**src/rtl/debug_cmd_sequencer_pkg.sv**
```systemverilog
// Shared types and constants for the debug command sequencer.
// Latency: n/a (types and constants only).
// Backpressure: n/a.
package debug_cmd_sequencer_pkg;

  localparam int BYTE     = 8;
  localparam int DWORD    = 32;
  localparam int RB_ADDR  = 5;
  localparam int ADDR     = 5;
  localparam int IM_DEPTH = 256;
  localparam int NB_ST    = 10;
  localparam int IM_AW    = $clog2(IM_DEPTH);

  localparam int BYTES_PER_WORD = DWORD / BYTE;
  localparam int RF_WORDS       = 1 << RB_ADDR;
  localparam int DM_WORDS       = 1 << ADDR;
  // PC word + register file + data memory, every word sent as 4 bytes
  localparam int DUMP_BYTES     = BYTES_PER_WORD * (1 + RF_WORDS + DM_WORDS);

  localparam logic [BYTE-1:0] CMD_LOAD = 8'd1;
  localparam logic [BYTE-1:0] CMD_RUN  = 8'd2;
  localparam logic [BYTE-1:0] CMD_STEP = 8'd3;
  localparam logic [BYTE-1:0] CMD_DUMP = 8'd4;

  // One-hot state encoding, bit order fixed for the o_state debug output
  typedef enum logic [NB_ST-1:0] {
    ST_IDLE    = 10'b00_0000_0001,
    ST_LOAD_IM = 10'b00_0000_0010,
    ST_RUN     = 10'b00_0000_0100,
    ST_STEP    = 10'b00_0000_1000,
    ST_DUMP_PC = 10'b00_0001_0000,
    ST_DUMP_RF = 10'b00_0010_0000,
    ST_DUMP_DM = 10'b00_0100_0000,
    ST_TX_SEND = 10'b00_1000_0000,
    ST_TX_WAIT = 10'b01_0000_0000,
    ST_DONE    = 10'b10_0000_0000
  } state_t;

  // Which dump section the word being serialized belongs to
  typedef enum logic [1:0] {
    SEC_PC = 2'd0,
    SEC_RF = 2'd1,
    SEC_DM = 2'd2
  } sect_t;

endpackage

```
**src/rtl/debug_cmd_sequencer_if.sv**
```systemverilog
// Host/CPU-side signal bundle of the debug command sequencer.
// Latency: n/a (wires only). Backpressure: n/a.
// master = sequencer (drives o_*), slave = UART/CPU side (drives i_*).
interface debug_cmd_sequencer_if;
  import debug_cmd_sequencer_pkg::*;

  logic              i_rx_done;
  logic [BYTE-1:0]   i_rx_data;
  logic              i_tx_done;
  logic              i_halt;
  logic [DWORD-1:0]  i_pc;
  logic [DWORD-1:0]  i_rf_data;
  logic [DWORD-1:0]  i_dm_data;

  logic              o_im_wr_en;
  logic [IM_AW-1:0]  o_im_addr;
  logic [BYTE-1:0]   o_im_data;
  logic              o_cpu_enable;
  logic [RB_ADDR-1:0] o_rf_addr;
  logic [ADDR-1:0]   o_dm_addr;
  logic [BYTE-1:0]   o_tx_data;
  logic              o_tx_start;
  logic              o_halt;
  logic [NB_ST-1:0]  o_state;

  modport master (
    input  i_rx_done, i_rx_data, i_tx_done, i_halt, i_pc, i_rf_data, i_dm_data,
    output o_im_wr_en, o_im_addr, o_im_data, o_cpu_enable, o_rf_addr, o_dm_addr,
           o_tx_data, o_tx_start, o_halt, o_state
  );

  modport slave (
    output i_rx_done, i_rx_data, i_tx_done, i_halt, i_pc, i_rf_data, i_dm_data,
    input  o_im_wr_en, o_im_addr, o_im_data, o_cpu_enable, o_rf_addr, o_dm_addr,
           o_tx_data, o_tx_start, o_halt, o_state
  );

endinterface

```
**src/rtl/debug_cmd_sequencer_dbg_word_serializer.sv**
```systemverilog
// Latches a 32-bit word and presents it one byte at a time, MSB first.
// Latency: byte 0 visible the cycle after load; each adv shifts in the next byte.
// Backpressure: only moves on adv (UART tx_done); done pulses with the adv of byte 3.
// Ports: load/word capture, adv step, out_dat current byte, last = byte 3 showing.
module dbg_word_serializer
  import debug_cmd_sequencer_pkg::*;
(
  input  logic             i_clock,
  input  logic             i_reset,
  input  logic             load,
  input  logic [DWORD-1:0] word,
  input  logic             adv,
  output logic [BYTE-1:0]  out_dat,
  output logic             last,
  output logic             done
);

  localparam int CW = $clog2(BYTES_PER_WORD);
  localparam logic [CW-1:0] CNT_LAST = CW'(BYTES_PER_WORD - 1);

  logic [DWORD-1:0] shift_q;
  logic [CW-1:0]    cnt_q;

  always_ff @(posedge i_clock) begin
    if (i_reset) begin
      shift_q <= '0;
      cnt_q   <= '0;
    end else if (load) begin
      shift_q <= word;
      cnt_q   <= '0;
    end else if (adv) begin
      shift_q <= {shift_q[DWORD-BYTE-1:0], {BYTE{1'b0}}};
      cnt_q   <= (cnt_q == CNT_LAST) ? '0 : cnt_q + 1'b1;
    end
  end

  assign out_dat = shift_q[DWORD-1 -: BYTE];
  assign last    = (cnt_q == CNT_LAST);
  assign done    = adv && last;

endmodule

```
**src/rtl/debug_cmd_sequencer.sv**
```systemverilog
// Host command sequencer: IM load, run/step CPU gating, PC/RF/DM byte dump.
// Latency: command -> state next edge; IM write 1 cycle after rx byte; tx_start 2 cycles after tx_done.
// Backpressure: dump waits on i_tx_done per byte; rx bytes outside IDLE/LOAD_IM are dropped.
// Ports: i_clock, i_reset (sync, active high), bus = debug_cmd_sequencer_if.master.
module debug_cmd_sequencer
  import debug_cmd_sequencer_pkg::*;
(
  input  logic                   i_clock,
  input  logic                   i_reset,
  debug_cmd_sequencer_if.master  bus
);

  localparam logic [IM_AW-1:0] IM_LAST = IM_AW'(IM_DEPTH - 1);
  localparam logic [ADDR-1:0]  RF_LAST = ADDR'(RF_WORDS - 1);
  localparam logic [ADDR-1:0]  DM_LAST = ADDR'(DM_WORDS - 1);

  state_t           state, state_nxt;
  sect_t            sect;
  logic [IM_AW-1:0] im_cnt;
  logic [ADDR-1:0]  word_cnt;

  logic             ser_load;
  logic [DWORD-1:0] ser_word;
  logic             ser_adv;
  logic [BYTE-1:0]  ser_dat;
  logic             ser_last;
  logic             ser_done;

  dbg_word_serializer u_ser (
    .i_clock (i_clock),
    .i_reset (i_reset),
    .load    (ser_load),
    .word    (ser_word),
    .adv     (ser_adv),
    .out_dat (ser_dat),
    .last    (ser_last),
    .done    (ser_done)
  );

  always_ff @(posedge i_clock) begin
    if (i_reset) state <= ST_IDLE;
    else         state <= state_nxt;
  end

  always_comb begin
    state_nxt = state;
    ser_load  = 1'b0;
    ser_word  = '0;
    ser_adv   = 1'b0;
    case (state)
      ST_IDLE: begin
        if (bus.i_rx_done) begin
          case (bus.i_rx_data)
            CMD_LOAD: state_nxt = ST_LOAD_IM;
            CMD_RUN:  state_nxt = ST_RUN;
            CMD_STEP: state_nxt = ST_STEP;
            CMD_DUMP: state_nxt = ST_DUMP_PC;
            default:  state_nxt = ST_IDLE;
          endcase
        end
      end
      ST_LOAD_IM: begin
        if (bus.i_rx_done && (im_cnt == IM_LAST)) state_nxt = ST_IDLE;
      end
      ST_RUN: begin
        if (bus.i_halt) state_nxt = ST_DUMP_PC;
      end
      ST_STEP: state_nxt = ST_DUMP_PC;
      // The DUMP_* states are the latch cycle right before the word's first TX_SEND
      ST_DUMP_PC: begin
        ser_load  = 1'b1;
        ser_word  = bus.i_pc;
        state_nxt = ST_TX_SEND;
      end
      ST_DUMP_RF: begin
        ser_load  = 1'b1;
        ser_word  = bus.i_rf_data;
        state_nxt = ST_TX_SEND;
      end
      ST_DUMP_DM: begin
        ser_load  = 1'b1;
        ser_word  = bus.i_dm_data;
        state_nxt = ST_TX_SEND;
      end
      ST_TX_SEND: state_nxt = ST_TX_WAIT;
      ST_TX_WAIT: begin
        if (bus.i_tx_done) begin
          ser_adv = 1'b1;
          if (!ser_last) begin
            state_nxt = ST_TX_SEND;
          end else begin
            case (sect)
              SEC_PC:  state_nxt = ST_DUMP_RF;
              SEC_RF:  state_nxt = (word_cnt == RF_LAST) ? ST_DUMP_DM : ST_DUMP_RF;
              default: state_nxt = (word_cnt == DM_LAST) ? ST_DONE : ST_DUMP_DM;
            endcase
          end
        end
      end
      ST_DONE: state_nxt = ST_IDLE;
      default: state_nxt = ST_IDLE;
    endcase
  end

  // A halt already present suppresses the enable in the same cycle, so a RUN
  // entered with halt high, or a STEP under halt, never advances the pipeline.
  assign bus.o_cpu_enable = ((state == ST_RUN) || (state == ST_STEP)) && !bus.i_halt;
  assign bus.o_state      = state;

  always_ff @(posedge i_clock) begin
    if (i_reset) begin
      im_cnt         <= '0;
      word_cnt       <= '0;
      sect           <= SEC_PC;
      bus.o_im_wr_en <= 1'b0;
      bus.o_im_addr  <= '0;
      bus.o_im_data  <= '0;
      bus.o_rf_addr  <= '0;
      bus.o_dm_addr  <= '0;
      bus.o_tx_data  <= '0;
      bus.o_tx_start <= 1'b0;
      bus.o_halt     <= 1'b0;
    end else begin
      bus.o_halt     <= bus.i_halt;
      bus.o_im_wr_en <= 1'b0;
      // Registered start/data: keeps 2 cycles between tx_done and the next start
      bus.o_tx_start <= (state == ST_TX_SEND);
      if (state == ST_TX_SEND) bus.o_tx_data <= ser_dat;

      if ((state == ST_LOAD_IM) && bus.i_rx_done) begin
        bus.o_im_wr_en <= 1'b1;
        bus.o_im_addr  <= im_cnt;
        bus.o_im_data  <= bus.i_rx_data;
        im_cnt         <= (im_cnt == IM_LAST) ? '0 : im_cnt + 1'b1;
      end

      if (state == ST_DUMP_PC) begin
        sect     <= SEC_PC;
        word_cnt <= '0;
      end

      // Read addresses move to the next word as soon as the current one is
      // latched, giving the 1-cycle-latency RF/DM reads a whole word of slack.
      // After the last word they return to 0, ready for the next dump.
      if (state == ST_DUMP_RF)
        bus.o_rf_addr <= (word_cnt == RF_LAST) ? '0 : RB_ADDR'(word_cnt + 1'b1);
      if (state == ST_DUMP_DM)
        bus.o_dm_addr <= (word_cnt == DM_LAST) ? '0 : ADDR'(word_cnt + 1'b1);

      if (ser_done) begin
        case (sect)
          SEC_PC: begin
            sect     <= SEC_RF;
            word_cnt <= '0;
          end
          SEC_RF: begin
            if (word_cnt == RF_LAST) begin
              sect     <= SEC_DM;
              word_cnt <= '0;
            end else begin
              word_cnt <= word_cnt + 1'b1;
            end
          end
          default: begin
            word_cnt <= (word_cnt == DM_LAST) ? '0 : word_cnt + 1'b1;
          end
        endcase
      end
    end
  end

endmodule

```
**src/flat_wrapper.sv**
```systemverilog
// flat-port wrapper written by rule: the top's interface ports become plain ports
module debug_cmd_sequencer_flat import debug_cmd_sequencer_pkg::*;
  (i_clock, i_reset, bus_i_rx_done, bus_i_rx_data, bus_i_tx_done, bus_i_halt, bus_i_pc, bus_i_rf_data, bus_i_dm_data, bus_o_im_wr_en, bus_o_im_addr, bus_o_im_data, bus_o_cpu_enable, bus_o_rf_addr, bus_o_dm_addr, bus_o_tx_data, bus_o_tx_start, bus_o_halt, bus_o_state);
  debug_cmd_sequencer_if bus_i ();
  input  logic i_clock;
  input  logic i_reset;
  input wire logic [$bits(bus_i.i_rx_done)-1:0] bus_i_rx_done;
  input wire logic [$bits(bus_i.i_rx_data)-1:0] bus_i_rx_data;
  input wire logic [$bits(bus_i.i_tx_done)-1:0] bus_i_tx_done;
  input wire logic [$bits(bus_i.i_halt)-1:0] bus_i_halt;
  input wire logic [$bits(bus_i.i_pc)-1:0] bus_i_pc;
  input wire logic [$bits(bus_i.i_rf_data)-1:0] bus_i_rf_data;
  input wire logic [$bits(bus_i.i_dm_data)-1:0] bus_i_dm_data;
  output wire logic [$bits(bus_i.o_im_wr_en)-1:0] bus_o_im_wr_en;
  output wire logic [$bits(bus_i.o_im_addr)-1:0] bus_o_im_addr;
  output wire logic [$bits(bus_i.o_im_data)-1:0] bus_o_im_data;
  output wire logic [$bits(bus_i.o_cpu_enable)-1:0] bus_o_cpu_enable;
  output wire logic [$bits(bus_i.o_rf_addr)-1:0] bus_o_rf_addr;
  output wire logic [$bits(bus_i.o_dm_addr)-1:0] bus_o_dm_addr;
  output wire logic [$bits(bus_i.o_tx_data)-1:0] bus_o_tx_data;
  output wire logic [$bits(bus_i.o_tx_start)-1:0] bus_o_tx_start;
  output wire logic [$bits(bus_i.o_halt)-1:0] bus_o_halt;
  output wire logic [$bits(bus_i.o_state)-1:0] bus_o_state;
  assign bus_i.i_rx_done = bus_i_rx_done;
  assign bus_i.i_rx_data = bus_i_rx_data;
  assign bus_i.i_tx_done = bus_i_tx_done;
  assign bus_i.i_halt = bus_i_halt;
  assign bus_i.i_pc = bus_i_pc;
  assign bus_i.i_rf_data = bus_i_rf_data;
  assign bus_i.i_dm_data = bus_i_dm_data;
  assign bus_o_im_wr_en = bus_i.o_im_wr_en;
  assign bus_o_im_addr = bus_i.o_im_addr;
  assign bus_o_im_data = bus_i.o_im_data;
  assign bus_o_cpu_enable = bus_i.o_cpu_enable;
  assign bus_o_rf_addr = bus_i.o_rf_addr;
  assign bus_o_dm_addr = bus_i.o_dm_addr;
  assign bus_o_tx_data = bus_i.o_tx_data;
  assign bus_o_tx_start = bus_i.o_tx_start;
  assign bus_o_halt = bus_i.o_halt;
  assign bus_o_state = bus_i.o_state;
  debug_cmd_sequencer u_core (.i_clock(i_clock), .i_reset(i_reset), .bus(bus_i));
endmodule
```
**config.mk**
```make
export PLATFORM = sky130hd
export DESIGN_NAME = debug_cmd_sequencer_flat
export DESIGN_NICKNAME = d
export VERILOG_FILES = /design/src/rtl/debug_cmd_sequencer_pkg.sv /design/src/rtl/debug_cmd_sequencer_if.sv /design/src/rtl/debug_cmd_sequencer_dbg_word_serializer.sv /design/src/rtl/debug_cmd_sequencer.sv /design/src/flat_wrapper.sv
export SDC_FILE = /design/constraint.sdc
export NUM_CORES = 1
export LEC_CHECK = 0
export ABC_AREA = 1
export CORE_MARGIN = 4
export CORE_UTILIZATION = 43
export CTS_BUF_LIST = sky130_fd_sc_hd__clkbuf_8
export CTS_CLUSTER_SIZE = 8
export DETAILED_ROUTE_END_ITERATION = 16
export PLACE_DENSITY_LB_ADDON = 0.1
export SLEW_MARGIN = 25
export SYNTH_ARGS = -nofsm -noshare
export SYNTH_HDL_FRONTEND = slang
export SYNTH_SLANG_ARGS = --single-unit
```
**constraint.sdc**
```tcl
create_clock -name i_clock -period 1.4 [get_ports i_clock]
set_input_delay 0.28 -clock i_clock [delete_from_list [all_inputs] [get_ports i_clock]]
set_output_delay 0.28 -clock i_clock [all_outputs]
set_load 0.05 [all_outputs]
```
==> summary.md, run 1 <==
| Metric | Value |
|---|---|
| Run status | `finished, violations left` |
| Failing checks | `setup timing` |
| Die H | `113 um` |
| CTS tree | `yes` |
| Mapped Area | `4760 sq um` |
| Die area | `12,800 sq um` |
| Clock sinks | `96` |
| Layout cells sized above 1 | `42.1%` |
| Detailed Route WL | `18.9 mm` |
| RSZ-0062 raised after global routing | `true` |
| Vias in the first global route | `5,865` |
| Clock buffer count from CTS | `9` |
| Pre-CTS setup slack | `-0.332 ns` |
| Final setup viols | `93` |
| # DRC | `0` |
| Row Count | `38` |
| First DRT Iteration DRCs | `416` |
| Max Clock Freq | `540 MHz` |
| Drt wl/cell | `17.2 um` |
| Syn_area_per_cell | `6.81 sq um` |
| Htree depth | `3` |
| Slew @ Worst Pin | `0.522 ns` |
| Finished Layout Cells | `1,100` |
| Clock period minus worst slack | `1.85 ns` |
| Worst Setup End Kind | `flip-flop` |
| Post-Syn Nets | `812` |
| Fin. Hold Viols | `0` |
| GPL Wtd Cong | `0.843` |
| Max-Cap Viols | `0` |
| Pin count of the biggest net entering global routing | `56` |
| Number of synthesized flops with an enable pin | `0` |
| Pwr Density | `711 nW/um^2` |
| Worst Setup Path Type | `flip-flop to flip-flop` |
| All-Layer GR Usage | `25.8%` |
| Area contributors post-synth | `dfxtp_1 (40%), nand2_1 (14%), a21oi_1 (8.4%)` |
| Post-DP HPWL | `11.4 mm` |
| Synth Flop Type | `dfxtp_1` |
| Dpl cells | `1,042` |
| Die width | `113 um` |
| Global-route wire length before repair | `27.0 mm` |
| TNS Setup | `-25.62 ns` |
| Grt ovf | `0` |
| Slew Limit Fails | `0` |
| Clock buffer depth | `2` |
| IO Count | `157` |
| WHS | `0.480 ns` |
| Worst skew pair latency | `0.37 ns` |
| Synth warn | `0` |
| Worst Path Required | `1.70 ns` |
| Via count | `5,913` |
| Setup WS post-layout | `-0.451 ns` |
| #FFs+latches synth | `96` |
| Rel. slew slack | `65.2%` |
| Worst Path Arrival | `2.16 ns` |
| Effective utilization at floorplan | `43.9%` |
| Synth cell types | `35` |
| Met3 GRT Util | `6.10%` |
| Area Overhead vs Synth | `93.6%` |
| Remaining antenna violation count after routing | `0` |
| IO Port Bufs | `156` |
| VDD IR-drop max | `0.590 mV` |
| Root Buffer | `clkbuf_8` |
| Startpoint types | `flip-flop` |
| Initial antenna violation count | `0` |
| Synth cell count leaders | `nand2_1 (179), dfxtp_1 (96), nor2_1 (82)` |
| Drt via density | `5.38` |
| Post-synth ARST share | `0%` |
| Overall power | `6550 uW` |
| Sequential fraction of the synthesis area | `40.4%` |
| Worst-path fanout max | `5` |
| Routing usage on met1 | `29.1%` |
| Core area | `10,800 sq um` |
| Yosys top cell by area | `dfxtp_1` |
| Number of detailed-route iterations in the first pass | `5` |
| Count leader, synth | `nand2_1` |
| Fin nets | `1,068` |
| Antenna Cells | `0` |
| Met2 GRT Util | `46.6%` |
| Worst hold path type | `flip-flop to flip-flop` |
| Cells after Synth | `699` |
| Worst Clk Skew | `0.00945 ns` |
| Top cell type's share of synthesized area | `40.4%` |
| Clk slew on worst S/H paths | `0.10 ns` |
| Fin crit share | `132%` |
| Busiest grt layer | `met2` |
| Static Leakage | `0.00392 uW` |
[kinds of logic (layout without fill, tap and decap cells)]
group	after synthesis	after routing	share of synthesized area, %
compound gates	163	163	17.6
simple gates	343	343	31.7
buf+inv	91	352	8.86
fa+ha+maj	4	4	1.05
flops	96	96	40.4
xor+xnor	2	2	0.368
[placed cells by master, fill, tap and decap left out, types with 5 or more instances in the layout]
cell             Yosys  final
inv_1               51     42
nand3_1             42     32
nor2_2               3     14
o21ai_1              6     27
buf_4                5     67
o21ai_2              0     41
dfxtp_4              0     10
nand3_2              0      8
buf_8                0      6
o21ai_0             70      5
nor2_4               3     18
nand2_4              5     20
nor3_2               4      5
a21oi_1             80     44
nand4_1              7      7
clkdlybuf4s50_1      0    108
nand2_1            179    137
inv_2                5      7
nand2_2              3     29
buf_12               0     59
a21oi_2              1     36
nor2_1              82     56
clkbuf_8             0      9
buf_6                6     31
dfxtp_1             96     84
[flip-flops by register name (all words and copies together) (netlist names)]
register and count:
u_core.bus.o_state 10, u_core.bus.o_halt 1, u_core.bus.o_im_data 8, u_core.bus.o_dm_addr 5
u_core.u_ser.shift_q 32, u_core.bus.o_im_wr_en 1, u_core.u_ser.cnt_q 2, u_core.word_cnt 5
u_core.sect 2, u_core.bus.o_tx_data 8, u_core.bus.o_im_addr 8, u_core.im_cnt 8
u_core.bus.o_tx_start 1, u_core.bus.o_rf_addr 5
[per-stage QoR]
step / area, sq um / utilization (%)
5_1_grt: 9210 / 85.0
2_1_floorplan: 4890 / -
3_3_place_gp: 7580 / 69.9
4_1_cts: 8490 / 78.3
3_5_place_dp: 7580 / 69.9
6_report: 9210 / 85.0
[final timing paths]
path / startpoint / end / slack (ns) / cells past startpoint
min reg2reg: u_core.u_ser.shift_q[5] / u_core.u_ser.shift_q[5] / 0.48 / 2
max reg2reg: u_core.bus.o_state[3] / u_core.u_ser.shift_q[12] / -0.45 / 12
min: u_core.u_ser.shift_q[5] / u_core.u_ser.shift_q[5] / 0.48 / 2
max: u_core.bus.o_state[3] / u_core.u_ser.shift_q[12] / -0.45 / 12
[critical path, stage by stage, from the launching register on]
cell	delay, ns
dfxtp_4	0.36
buf_4	0.13
nor2_4	0.14
nand2_4	0.13
buf_6	0.15
nor3_4	0.28
buf_6	0.20
nand2_2	0.05
nand2_1	0.06
inv_1	0.05
nand3_1	0.07
nor2_1	0.05
nor2_1	0.10
[cell type report]
type                            instances  area [sq um]
Timing Repair Buffer                  278          3370
Clock inverter                          7          81.3
Fill cell                             587          1630
Inverter                               57           265
Clock buffer                            9           124
Multi-Input combinational cell        512          3220
Sequential cell                        96          1960
Timing Repair inverter                  1          11.3
Tap cell                              140           175
[repair_timing]
item	CTS	global route
hold endpoints to repair	0	0
resized for setup	144	181
cloned	9	2
endpoints found under the setup margin	88	98
pin swaps	44	49
hold buffers	0	0
setup buffers	22	13
[metal layers]
layer / up-vias / routed length (um) / part of all wire, %
li1: 2814 / - / -
met1: 2782 / 6980 / 37
met2: 259 / 10100 / 54
met3: 58 / 1150 / 6.1
met4: 0 / 643 / 3.4
met5: - / 0 / 0
[power by group]
group	internal [uW]	switching (uW)
Sequential	2780	61.7
Clock	844	1070
Combinational	902	895
No activity file was read; power rests on OpenSTA's default activity.
==> run 2, diff against run 1 <==
- CORE_UTILIZATION: 43 -> 34
==> run 2 against run 1 <==
Net effect:
- clock skew is 0.0021 ns higher
- global-route usage is 2.7 points lower
- critical endpoint is now bus_o_cpu_enable
- the run still ends with setup timing left
- largest cell class unchanged
- combinational power is 9% higher
- highest routed layer unchanged
==> summary.md, run 2 (synthesis results as in run 1) <==
| Metric | Value |
|---|---|
| Run status | `finished, violations left` |
| Failing checks | `setup timing` |
| WHS | `0.474 ns (-0.00607 ns)` |
| Worst Hold Depth | `2 (unchanged)` |
| # DRC | `0 (unchanged)` |
| Detailed Route WL | `20.1 mm (+6.3%)` |
| Final setup viols | `101 (+8.6%)` |
| Reg power frac | `39.9% (-3.5 points)` |
| Startpoint types | `flip-flop` |
| Fin nets | `1,091 (+2.2%)` |
| Worst-path fanout max | `3 (-2)` |
| Clock buffer depth | `2 (unchanged)` |
| Pwr Density | `699 nW/um^2 (-1.7%)` |
| Routing usage on met1 | `27.1% (-2.0 points)` |
| Comb pwr share | `27.6% (about the same)` |
| Die width | `126 um (+12%)` |
| Global-route wire length before repair | `30.0 mm (+11%)` |
| GPL Wtd Cong | `0.850 (+0.85%)` |
| Reg-to-reg endpoint | `u_core.bus.o_im_addr[0]` |
| DP Area | `7590 sq um (+0.13%)` |
| Clock buffer count from CTS | `9 (unchanged)` |
| RR Startpoint | `u_core.bus.o_state[3]` |
| Most flop-heavy register | `u_core.u_ser.shift_q` |
| Row Count | `42 (+11%)` |
| RSZ-0062 raised after global routing | `true` |
| IO Port Bufs | `156 (unchanged)` |
| Fin crit share | `132% (about the same)` |
| Die area | `15,900 sq um (+24%)` |
| Sw Ratio | `29.5% (-1.4 points)` |
| CTS tree | `yes` |
| Most frequent cells in the layout | `nand2_1 (108), clkdlybuf4s50_1 (108), dfxtp_1 (86), buf_4 (68), buf_12 (62)` |
| Worst hold path type | `flip-flop to flip-flop` |
| Slew Limit Fails | `0 (unchanged)` |
| Busiest grt layer | `met2` |
| Met3 GRT Util | `5.55% (-0.55 points)` |
| Slew @ Worst Pin | `0.505 ns (-0.0164 ns)` |
| Drt via density | `5.10 (-5.2%)` |
| Drt wl/cell | `17.3 um (+0.87%)` |
| VDD IR-drop max | `0.774 mV (+31%)` |
| P_sw | `2090 uW (+3.5%)` |
| Setup WS post-layout | `-0.450 ns (+0.00162 ns)` |
| Fin. Hold Viols | `0 (unchanged)` |
| Overall power | `7110 uW (+8.6%)` |
| All-Layer GR Usage | `23.2% (-2.7 points)` |
| Clock power share | `32.5% (+3.3 points)` |
| Core area | `13,500 sq um (+24%)` |
| Clock sinks | `96 (unchanged)` |
| Register area | `1960 sq um (-0.13%)` |
| Cells on worst reg2reg path | `11 (-1)` |
| Clk slew on worst S/H paths | `0.10 ns (about the same)` |
| Worst Setup End Kind | `primary output` |
| Clock period minus worst slack | `1.85 ns (-0.00162 ns)` |
| Worst R2R Setup Slack | `-0.40 ns (+0.05 ns)` |
| Rel. slew slack | `66.3% (+1.1 points)` |
| Internal power | `5010 uW (+11%)` |
| Worst Setup Path Type | `flip-flop to primary output` |
| Worst Path Arrival | `1.57 ns (-0.59 ns)` |
| Finished Layout Cells | `1,159 (+5.4%)` |
| Met2 GRT Util | `42.1% (-4.5 points)` |
| Largest register FFs | `32 (unchanged)` |
| Area Overhead vs Synth | `114%` |
| IO Count | `157 (unchanged)` |
| Number of detailed-route iterations in the first pass | `5 (unchanged)` |
| Worst Clk Skew | `0.0116 ns (+0.00212 ns)` |
| Static Leakage | `0.00429 uW (+9.6%)` |
| Die H | `126 um (+12%)` |
| Grt ovf | `0 (unchanged)` |
| Worst hold start | `u_core.u_ser.shift_q[5]` |
| Initial antenna violation count | `0 (unchanged)` |
| Layout cells sized above 1 | `50.9% (+8.8 points)` |
| Remaining antenna violation count after routing | `0 (unchanged)` |
| Pin count of the biggest net entering global routing | `35 (-38%)` |
| Post-DP HPWL | `11.5 mm (+1.2%)` |
| Worst skew pair latency | `0.38 ns (about the same)` |
| Max Clock Freq | `541 MHz (about the same)` |
| Hold EP | `u_core.u_ser.shift_q[5]` |
| Worst Path Required | `1.12 ns (-0.58 ns)` |
| Antenna Cells | `0 (unchanged)` |
| Final instance area | `10,200 sq um (+10%)` |
| Via count | `5,906 (-0.12%)` |
| First DRT Iteration DRCs | `401 (-3.6%)` |
| Effective utilization at floorplan | `35.4% (-8.5 points)` |
| Vias in the first global route | `6,101 (+4.0%)` |
| Max-Cap Viols | `0 (unchanged)` |
| Area of the multi-input gates | `3650 sq um (+13%)` |
| Htree depth | `3 (unchanged)` |
| Root Buffer | `clkbuf_8` |
| Dpl cells | `1,075 (+3.2%)` |
| Filler cells | `891 (+52%)` |
-- run 2: changes by cell type in the layout (fill, tap and decap cells not counted), sizes merged --
cell,change
buf,+23
bufbuf,+2
bufinv,+2
clkinv,-1
clkinvlp,-1
inv,-2
-- run 2: power by group through the flow --
stage | registers, uW | clock network [uW] | logic, uW
floorplan | 3030 | 0 | 472
global placement | 2890 | 0 | 1370
detailed placement | 2890 | 0 | 1380
CTS | 2830 | 2350 | 1810
global route | 2840 | 2430 | 2080
finish | 2830 | 2310 | 1960
-- run 2: routing by layer --
metal | vias to the layer above | share of wire [%] | wire, um
li1 | 2847 | - | -
met1 | 2822 | 40 | 8070
met2 | 207 | 53 | 10700
met3 | 30 | 5.2 | 1040
met4 | 0 | 1.4 | 279
met5 | - | 0 | 0
-- run 2: repair_timing --
action	CTS	global route
setup buffers	47	14
pin swaps	96	53
gates cloned	18	2
setup endpoints to repair	92	102
hold buffers	0	0
resized for setup	306	152
-- run 2: layout make-up --
cell class	instances	share of cell area, %
sequential	96	19.3
clock buffer	10	1.35
clock inverter	6	1.13
multi-input combinational	512	35.9
inverter	57	2.82
tap	176	2.16
timing repair buffer	302	37.4
-- run 2: how the worst max path moves through the flow --
stage	from	end	slack, ns	depth (start not counted)
floorplan	u_core.bus.o_state[3]	u_core.u_ser.shift_q[15]	-0.15	12
global placement	bus_i_tx_done	u_core.bus.o_state[9]	-0.26	7
detailed placement	bus_i_tx_done	u_core.bus.o_state[4]	-0.34	7
CTS	u_core.bus.o_state[5]	bus_o_cpu_enable	-0.42	7
global route	u_core.bus.o_state[7]	bus_o_cpu_enable	-0.51	7
finish	u_core.bus.o_state[7]	bus_o_cpu_enable	-0.45	7
-- run 2: critical path, stage by stage, from the launching register on --
cell     delay (ns)
dfxtp_4        0.38
nor2_4         0.13
nand2_2        0.08
buf_6          0.13
inv_8          0.06
nand3_4        0.08
a21oi_4        0.17
buf_12         0.15
-- run 2: per-stage QoR --
step                      setup slack, ns  setup TNS, ns  util (%)
after CTS                          -0.421         -22.86      71.8
after global placement             -0.255         -15.35      56.4
after detailed placement           -0.340         -17.36      56.4
final                              -0.450         -28.17      75.6
after global routing               -0.507         -35.23      75.6
after floorplan                    -0.151          -3.56         -
==> run 3, diff against run 2 <==
- REMOVE_ABC_BUFFERS: unset -> 1
==> run 3 against run 2 <==
Net effect:
- maximum frequency rose by 4.2%
- the flow still finishes with violations (setup timing)
- critical path type unchanged
- first-iteration DRC count fell by 29%
- clock-buffer cell count rose by 1
- worst hold slack got worse by 0.0086 ns
- register-to-register slack improved by 0.04 ns
- clock skew rose by 0.0026 ns
- total power fell by 7.2%
- global-route usage fell by 2.3 points
- critical path depth fell by 2
- sequential power barely moved
- critical endpoint unchanged
- largest power group unchanged
- combinational power fell by 8%
- cell area fell by 11%
==> summary.md, run 3 (synthesis results as in run 1) <==
| Metric | Value |
|---|---|
| Clock period minus worst slack | `1.77 ns (-0.0750 ns)` |
| Max-Cap Viols | `0 (unchanged)` |
| Die area | `15,900 sq um (unchanged)` |
| Worst skew pair latency | `0.38 ns (about the same)` |
| Antenna Cells | `0 (unchanged)` |
| Cells on worst reg2reg path | `12 (+1)` |
| Largest register FFs | `32 (unchanged)` |
| Root Buffer | `clkbuf_8` |
| All-Layer GR Usage | `20.8% (-2.3 points)` |
| Core area | `13,500 sq um (unchanged)` |
| Drt via density | `4.98 (-2.2%)` |
| Pre-CTS setup slack | `-0.389 ns (-0.0489 ns)` |
| Remaining antenna violation count after routing | `0 (unchanged)` |
| Layout cells sized above 1 | `36.4% (-14 points)` |
| Busiest grt layer | `met2` |
| IO Count | `157 (unchanged)` |
| Clk slew on worst S/H paths | `0.10 ns (about the same)` |
| Grt ovf | `0 (unchanged)` |
| TNS Setup | `-20.96 ns (+7.22 ns)` |
| Worst Path Required | `1.12 ns (about the same)` |
| GPL Wtd Cong | `0.867 (+2.0%)` |
| Final setup viols | `95 (-5.9%)` |
| Failing checks | `setup timing` |
| Number of detailed-route iterations in the first pass | `4 (-1)` |
| Worst Setup Path Type | `flip-flop to primary output` |
| Routing usage on met1 | `25.8% (-1.3 points)` |
| Htree depth | `3 (unchanged)` |
| Run status | `finished, violations left` |
| Most flop-heavy register | `u_core.u_ser.shift_q` |
| Clock buffer depth | `2 (unchanged)` |
| Row Count | `42 (unchanged)` |
| First DRT Iteration DRCs | `286 (-29%)` |
| Met2 GRT Util | `35.9% (-6.2 points)` |
| Detailed Route WL | `17.8 mm (-11%)` |
| Post-DP HPWL | `11.7 mm (+1.2%)` |
| Startpoint types | `flip-flop` |
| Global-route wire length before repair | `27.3 mm (-9.1%)` |
| Worst hold path type | `input pin to flip-flop` |
| WHS | `0.465 ns (-0.00862 ns)` |
| Worst Clk Skew | `0.0141 ns (+0.00257 ns)` |
| CP peak stage delay | `0.35 ns (-0.03 ns)` |
| Setup WS post-layout | `-0.375 ns (+0.0750 ns)` |
| Drt wl/cell | `15.6 um (-10%)` |
| RSZ-0062 raised after global routing | `true` |
| Max Clock Freq | `564 MHz (+4.2%)` |
| VDD IR-drop max | `0.679 mV (-12%)` |
| Die width | `126 um (unchanged)` |
| Clock sinks | `96 (unchanged)` |
| Worst Setup End Kind | `primary output` |
| CP cell instances | `nor2_4 -> buf_4 -> nand3_2 -> a21oi_4 -> buf_12` |
| Final Util | `67.1% (-8.5 points)` |
| Slew @ Worst Pin | `0.472 ns (-0.0332 ns)` |
| Vias in the first global route | `5,647 (-7.4%)` |
| Worst Hold Depth | `3 (+1)` |
| CTS tree | `yes` |
| Most frequent cells in the layout | `nand2_1 (156), clkdlybuf4s50_1 (108), dfxtp_1 (84), buf_4 (75), nor2_1 (65)` |
| Clock buffer count from CTS | `9 (unchanged)` |
| Final instance area | `9030 sq um (-11%)` |
| Initial antenna violation count | `0 (unchanged)` |
| IO Port Bufs | `156 (unchanged)` |
| Worst Path Arrival | `1.49 ns (-0.08 ns)` |
| Area Overhead vs Synth | `89.8%` |
| Met3 GRT Util | `5.63% (+0.085 points)` |
| Rel. slew slack | `68.5% (+2.2 points)` |
| # DRC | `0 (unchanged)` |
| Die H | `126 um (unchanged)` |
| Effective utilization at floorplan | `35.4% (unchanged)` |
| # hold bufs at CTS | `0 (unchanged)` |
| Pwr Density | `731 nW/um^2 (+4.6%)` |
| DP Area | `7530 sq um (-0.76%)` |
| Via count | `5,697 (-3.5%)` |
| Worst-path fanout max | `4 (+1)` |
| Fin crit share | `127% (-5.4 points)` |
| Slowest cell on the critical path | `dfxtp_2` |
| Filler cells | `1,114 (+25%)` |
| Static Leakage | `0.00382 uW (-11%)` |
| Slew Limit Fails | `0 (unchanged)` |
| Commonest non-fill, non-tap cell in the layout | `nand2_1` |
| Fin. Hold Viols | `0 (unchanged)` |
| Fin nets | `1,075 (-1.5%)` |
| Pin count of the biggest net entering global routing | `43 (+23%)` |
==> run 3: changes by cell type in the layout (fill, tap and decap cells not counted), moves of 10 or more <==
cell,previous run,this run
nand2_1,108,156
nand2_2,45,15
a21oi_2,53,25
a21oi_1,27,54
o21ai_0,3,30
o21ai_2,44,21
nand2_4,33,15
o21ai_4,18,2
nand3_1,19,31
o21ai_1,11,23
buf_6,44,33
nand3_2,20,10
==> run 3: worst max-delay path: cells and delay by family (launching register included) <==
family / cells / cell delay [ns]
buffers and inverters: 2 / 0.32
AOI/OAI and AO/OA: 1 / 0.19
DFF: 1 / 0.35
and+or+nand+nor: 2 / 0.26
==> run 3: cell type report <==
type | instances | area (sq um) | area share (%)
tap | 176 | 220 | 2.44
multi-input combinational | 512 | 2970 | 32.9
clock buffer | 11 | 151 | 1.68
timing repair buffer | 285 | 3400 | 37.7
timing repair inverter | 1 | 11.3 | 0.125
sequential | 96 | 1950 | 21.6
clock inverter | 5 | 60.1 | 0.665
inverter | 57 | 268 | 2.97
==> run 3: final timing paths <==
kind,to,slack (ns),from
worst max register to register,u_core.u_ser.shift_q[11],-0.36,u_core.bus.o_state[8]
worst min register to register,u_core.u_ser.shift_q[3],0.47,u_core.u_ser.shift_q[3]
worst min-delay path,u_core.bus.o_im_data[4],0.47,bus_i_rx_data[4]
worst max-delay path,bus_o_cpu_enable,-0.37,u_core.bus.o_state[8]
==> run 3: timing repair <==
item | in CTS | in global routing
pin swaps | 22 | 23
setup buffers | 23 | 11
setup endpoints to repair | 96 | 100
cloned | 9 | 4
resized for setup | 152 | 120
==> run 3: through the flow <==
stage	power (uW)	cells
after floorplan	3440	665
after global placement	4260	1084
after detailed placement	4280	1084
after CTS	6450	1132
after global routing	6870	1143
final	6600	1143
==> run 3: power by group <==
part | switching (uW) | internal, uW | total, uW
Clock | 1030 | 934 | 1960
Sequential | 52.8 | 2780 | 2830
Combinational | 876 | 925 | 1800
Total | 1960 | 4640 | 6600
==> run 3: metal layers <==
metal,part of all wire (%),up-vias,routed length [um]
met1,43,2688,7610
met3,5.4,23,959
met2,50,169,8930
li1,-,2817,-
met4,1.7,0,299
met5,0,-,0
